==> src/rtl/axilite_cfg_writer.sv <==
// axilite_cfg_writer: AXI-lite master that turns a {addr,data} config stream
// into one AXI-lite write per word, in order, checking BRESP and counting
// completed writes and errors.
// Optional feature macro: AXILITE_CFG_WRITER_VERIFY_EN. When it is defined,
// each write is followed by a readback of the same address, and the read data
// is compared with the data that was written.
module axilite_cfg_writer #(
  parameter int ADDR_WIDTH = 16,
  parameter int DATA_WIDTH = 32,
  parameter int CNT_WIDTH  = 16
) (
  input  logic                             aclk,
  input  logic                             rst,
  input  logic                             s_tvalid,
  output logic                             s_tready,
  input  logic [ADDR_WIDTH+DATA_WIDTH-1:0] s_tdata,
  input  logic                             s_tlast,
  output logic                             awvalid,
  input  logic                             awready,
  output logic [ADDR_WIDTH-1:0]            awaddr,
  output logic [2:0]                       awprot,
  output logic                             wvalid,
  input  logic                             wready,
  output logic [DATA_WIDTH-1:0]            wdata,
  output logic [DATA_WIDTH/8-1:0]          wstrb,
  input  logic                             bvalid,
  output logic                             bready,
  input  logic [1:0]                       bresp,
  output logic                             arvalid,
  input  logic                             arready,
  output logic [ADDR_WIDTH-1:0]            araddr,
  output logic [2:0]                       arprot,
  input  logic                             rvalid,
  output logic                             rready,
  input  logic [DATA_WIDTH-1:0]            rdata,
  input  logic [1:0]                       rresp,
  output logic                             busy,
  output logic                             done,
  output logic [CNT_WIDTH-1:0]             wr_cnt,
  output logic [CNT_WIDTH-1:0]             err_cnt
);

  if (DATA_WIDTH != 32 && DATA_WIDTH != 64) begin : g_bad_width
    $error("axilite_cfg_writer: DATA_WIDTH must be 32 or 64");
  end

`ifdef AXILITE_CFG_WRITER_VERIFY_EN
  typedef enum logic [2:0] {IDLE, WRITE, RESP, RDADDR, RDDATA} state_t;
`else
  typedef enum logic [1:0] {IDLE, WRITE, RESP} state_t;
`endif

  state_t                 state_q, state_d;
  logic [ADDR_WIDTH-1:0]  addr_q, addr_d;
  logic [DATA_WIDTH-1:0]  data_q, data_d;
  logic                   last_q, last_d;
  logic                   awvalid_q, awvalid_d;
  logic                   wvalid_q, wvalid_d;
  logic                   done_q, done_d;
  logic [CNT_WIDTH-1:0]   wr_cnt_q, wr_cnt_d;
  logic [CNT_WIDTH-1:0]   err_cnt_q, err_cnt_d;

  // Counters stick at all-ones rather than wrapping.
  function automatic logic [CNT_WIDTH-1:0] sat_inc(input logic [CNT_WIDTH-1:0] v);
    return (v == {CNT_WIDTH{1'b1}}) ? v : v + 1'b1;
  endfunction

  // State and datapath registers; reset clears valids at once, dropping any in-flight word.
  always_ff @(posedge aclk or posedge rst) begin
    if (rst) begin
      state_q   <= IDLE;
      addr_q    <= '0;
      data_q    <= '0;
      last_q    <= 1'b0;
      awvalid_q <= 1'b0;
      wvalid_q  <= 1'b0;
      done_q    <= 1'b0;
      wr_cnt_q  <= '0;
      err_cnt_q <= '0;
    end else begin
      state_q   <= state_d;
      addr_q    <= addr_d;
      data_q    <= data_d;
      last_q    <= last_d;
      awvalid_q <= awvalid_d;
      wvalid_q  <= wvalid_d;
      done_q    <= done_d;
      wr_cnt_q  <= wr_cnt_d;
      err_cnt_q <= err_cnt_d;
    end
  end

  // Next-state: one outstanding transaction, AW and W retire independently.
  always_comb begin
    state_d   = state_q;
    addr_d    = addr_q;
    data_d    = data_q;
    last_d    = last_q;
    awvalid_d = awvalid_q;
    wvalid_d  = wvalid_q;
    done_d    = 1'b0;
    wr_cnt_d  = wr_cnt_q;
    err_cnt_d = err_cnt_q;
    case (state_q)
      IDLE: begin
        if (s_tvalid && s_tready) begin
          addr_d    = s_tdata[ADDR_WIDTH+DATA_WIDTH-1:DATA_WIDTH];
          data_d    = s_tdata[DATA_WIDTH-1:0];
          last_d    = s_tlast;
          awvalid_d = 1'b1;
          wvalid_d  = 1'b1;
          state_d   = WRITE;
        end
      end
      WRITE: begin
        if (awvalid_q && awready) awvalid_d = 1'b0;
        if (wvalid_q && wready)   wvalid_d  = 1'b0;
        if (!awvalid_d && !wvalid_d) state_d = RESP;
      end
      RESP: begin
        if (bvalid) begin
          wr_cnt_d = sat_inc(wr_cnt_q);
          if (bresp != 2'b00) err_cnt_d = sat_inc(err_cnt_q);
`ifdef AXILITE_CFG_WRITER_VERIFY_EN
          state_d = RDADDR;
`else
          state_d = IDLE;
          done_d  = last_q;
`endif
        end
      end
`ifdef AXILITE_CFG_WRITER_VERIFY_EN
      RDADDR: begin
        if (arready) state_d = RDDATA;
      end
      RDDATA: begin
        if (rvalid) begin
          if (rresp != 2'b00 || rdata != data_q) err_cnt_d = sat_inc(err_cnt_q);
          state_d = IDLE;
          done_d  = last_q;
        end
      end
`endif
      default: state_d = IDLE;
    endcase
  end

  assign s_tready = (state_q == IDLE) && !rst;
  assign awvalid  = awvalid_q;
  assign awaddr   = addr_q;
  assign awprot   = 3'b000;
  assign wvalid   = wvalid_q;
  assign wdata    = data_q;
  assign wstrb    = '1;
  assign bready   = (state_q == RESP);
  assign arprot   = 3'b000;
  assign busy     = (state_q != IDLE);
  assign done     = done_q;
  assign wr_cnt   = wr_cnt_q;
  assign err_cnt  = err_cnt_q;

`ifdef AXILITE_CFG_WRITER_VERIFY_EN
  assign arvalid = (state_q == RDADDR);
  assign araddr  = addr_q;
  assign rready  = (state_q == RDDATA);
`else
  assign arvalid = 1'b0;
  assign araddr  = '0;
  assign rready  = 1'b0;
  logic unused_rd;
  assign unused_rd = ^{arready, rvalid, rdata, rresp};
`endif

endmodule
==> config.mk <==
export PLATFORM = sky130hd
export DESIGN_NAME = axilite_cfg_writer
export DESIGN_NICKNAME = d
export VERILOG_FILES = /design/src/rtl/axilite_cfg_writer.sv
export SDC_FILE = /design/constraint.sdc
export NUM_CORES = 1
export LEC_CHECK = 0
export BUFFER_PORTS_ARGS = -buffer_cell sky130_fd_sc_hd__buf_2
export CORE_ASPECT_RATIO = 0.8
export CORE_MARGIN = 4
export CORE_UTILIZATION = 49
export DETAILED_ROUTE_END_ITERATION = 12
export PLACE_DENSITY = 0.86
export SLEW_MARGIN = 20
export SYNTH_ARGS = -nofsm -noshare
export SYNTH_HDL_FRONTEND = slang
export SYNTH_SLANG_ARGS = --single-unit
==> constraint.sdc <==
create_clock -name aclk -period 8.26 [get_ports aclk]
set_clock_uncertainty 0.2 [all_clocks]
set_input_delay 1.652 -clock aclk [delete_from_list [all_inputs] [get_ports aclk]]
set_output_delay 1.652 -clock aclk [all_outputs]
set_load 0.02 [all_outputs]
==> results.md <==
* Syn Std Cell Area at 3901 um^2
* Drt wl/cell at 14.87 um
* Initial antenna violation count at 0
* Filler-free cell count of the finished design at around 560
* DP Area at 4587 um^2
* CTS Hold Bufs at 0
* Top FF cell, synth: dfrtp_1
* Commonest non-fill, non-tap cell in the layout: buf_2
* Max Clk Rate at 0.2459 GHz
* Met1 WL at 3.336 mm
* Final Hold Viols at 0
* # fillers at 636
* Setup TNS Final at 0 ps
* Number of instances in the placed design at 544
* Top routing layer used: met4
* CP Capture Type: output port
* Number of I/O pins at 207
* Outcome: complete, no violations
* CTS Buffer Depth at 2
* Total of max-cap violations at 0
* Crit path time final at 4067 ps
* DP HPWL at 6.271 mm
* Antenna fix cells at 0
* Syn-to-layout area delta at 24.05%
* Post-Syn Area per Cell at roughly 13 um^2
* Gp weighted congestion at 0.7858
* Power per standard cell area at 337.6 nW/um^2
* Rel. slew slack at 0.4180
* Period utilization at 0.4924
* Gr usage total at 0.1793
* Post-route ant nets at 0
* DRC at 0
* Die area at around 9500 um^2
* Final wirelength at roughly 8.3 mm
* Final-stage net count at 545
* Commonest non-fill, non-tap cells in the layout: buf_2, dfrtp_1, mux2_2
* Vias per cell at ~5.0
* Flops & latches, synth at 86
* Sequential share of the synthesized area at 0.5516
* Crit Path Category: input port to output port
* Postcts setup bufs at 0
* Post-synthesis cell count at 308
* Met3 WL at 616 um
* Grt ovf at 0
* Port bufs at 142
* 1st-iter DRT viols at 64
* Reg clk slew, reported paths at ~80 ps
* Critical Path RT at 6410 ps
* Total Power at 1.634 mW
* Final instance area at 4840 um^2
* Clk sinks at 86
* # resized after CTS at 0
* Distinct cells, synth at 50
* Std cell rows at 28
* Vias at 2793
* Chip height at 87.81 um
* Die X-Extent at 107.8 um
* Number of synthesized flops with an enable pin at 0
* H-tree lvl count at 3
* Latest clock arrival within the worst-skew pair at 340 ps
* Hold Crit Class: flop to flop
* Clk root buf: clkbuf_8
* Vias in the first global route at between 2000 and 3000
* Measured slew at the worst slew-check pin at 871.9 ps
* Final setup vio count at 0
* Total CTS buffers at 9
* CTS tree: done
* Core Region at 7567 um^2
* Met2 wire length at 4.335 mm
* Global-route wire length before repair at 13.35 mm
* Lkg Pwr at 2.444 nW
* Share of flip-flops with an asynchronous set or reset at 1.000
* Layout cells sized above 1 at 0.4846
* Yosys Warn Count at 0
* Pre-antenna DRT Iters at 4
* Critical path fanouts, max at 2
* Final slew viol count at 0
* Initial Util at 0.5155
* Peak VDD IR at about 0.00018 V
* Largest net degree at the start of global routing at 54
* Arr. time, crit path at between 2000 and 2500 ps
* Unrepaired setup endpoints after global routing: no
* Startpoint Class: input port
## flip-flops by register name, summed over array words and instances (netlist names)
| name | cells |
|---|---|
| awvalid | 1 |
| awaddr | 16 |
| state_q | 2 |
| wr_cnt | 16 |
| last_q | 1 |
| wvalid | 1 |
| done | 1 |
| wdata | 32 |
| err_cnt | 16 |
## critical path: stages
cell	delay (ps)
buf_2	110
nor3_1	220
buf_2	220
## Yosys cell counts, types with 2 or more instances
cell | instances | area (um^2)
nor4_2 | 4 | 50.05
dfrtp_1 | 86 | 2152
and3_1 | 3 | 18.77
a21oi_1 | 6 | 30.03
buf_2 | 7 | 35.03
nand4_1 | 8 | 50.05
o21ai_0 | 4 | 20.02
nand4b_1 | 2 | 17.52
clkbuf_1 | 2 | 7.510
or3_1 | 2 | 12.51
nand3_1 | 7 | 35.03
xnor2_1 | 11 | 96.34
a21o_1 | 2 | 15.01
conb_1 | 2 | 7.510
o211ai_1 | 2 | 15.01
a211oi_1 | 2 | 15.01
nor2_1 | 7 | 26.28
inv_1 | 9 | 33.78
buf_4 | 28 | 210.2
nor2b_1 | 2 | 12.51
nand2_1 | 10 | 37.54
nor3_1 | 7 | 35.03
ha_1 | 2 | 25.02
nor4_1 | 3 | 18.77
and2_1 | 2 | 12.51
xor2_1 | 13 | 113.9
and4_1 | 3 | 26.28
mux2_2 | 50 | 563.0
## report_power, final
part	internal, mW	leakage [nW]	total (mW)	switching, mW
Sequential	0.570	1.06	0.662	0.0919
Clock	0.230	0.124	0.367	0.137
Combinational	0.247	1.26	0.605	0.357
## stage by stage
stage / util / setup slack (ps) / hold slack, ps
global placement: 0.6062 / 4160 / 274.8
finish: 0.6396 / 4193 / 282.7
floorplan: - / 4186 / 257.2
detailed placement: 0.6062 / 4190 / 274.5
global route: 0.6396 / 4114 / 322.7
CTS: 0.6394 / 4190 / 287.8
## cell families (layout without fill, tap and decap cells)
logic type,Yosys count,count (layout),share of synthesized area
AND/OR/NAND/NOR,72,72,0.1180
other,2,28,0.001925
multiplexers,52,52,0.1511
AO/OA/AOI/OAI,23,23,0.04073
buffers and inverters,47,167,0.07633
flip-flops,86,86,0.5516
adder cells (fa/ha/maj),2,2,0.006413
XOR/XNOR,24,24,0.05388
## layout make-up
class	count	area [um^2]	area share
clock buffers	11	131.4	0.02715
clock inverters	4	120.1	0.02482
inverters	9	35.03	0.007239
multi-input cells	201	1551	0.3206
flip-flops and latches	86	2152	0.4447
well taps	105	131.4	0.02715
repair buffers	143	718.2	0.1484
## layer usage
layer | track usage | vias to the layer above
met2 | 0.3211 | 106
li1 | - | 1308
met4 | 0.03899 | 0
met5 | 0 | -
met1 | 0.2110 | 1377
met3 | 0.06116 | 2
## path summary, 6_finish.rpt
check                           cells after the start              startpoint                      end  slack (ps)
worst min-delay path                                1  err_cnt[6]$_DFFE_PP0P_   err_cnt[6]$_DFFE_PP0P_         280
max in group asynchronous                           3                     rst    awaddr[0]$_DFFE_PP0P_        5620
worst max-delay path                                3                     rst                 s_tready        4190
worst max register to register                      4  state_q[0]$_DFFE_PP0P_  err_cnt[15]$_DFFE_PP0P_        5980
worst min register to register                      1  err_cnt[6]$_DFFE_PP0P_   err_cnt[6]$_DFFE_PP0P_         280
min in group asynchronous                           2                     rst   state_q[1]$_DFFE_PP0P_        1280
(Power assumes the default switching activity.)
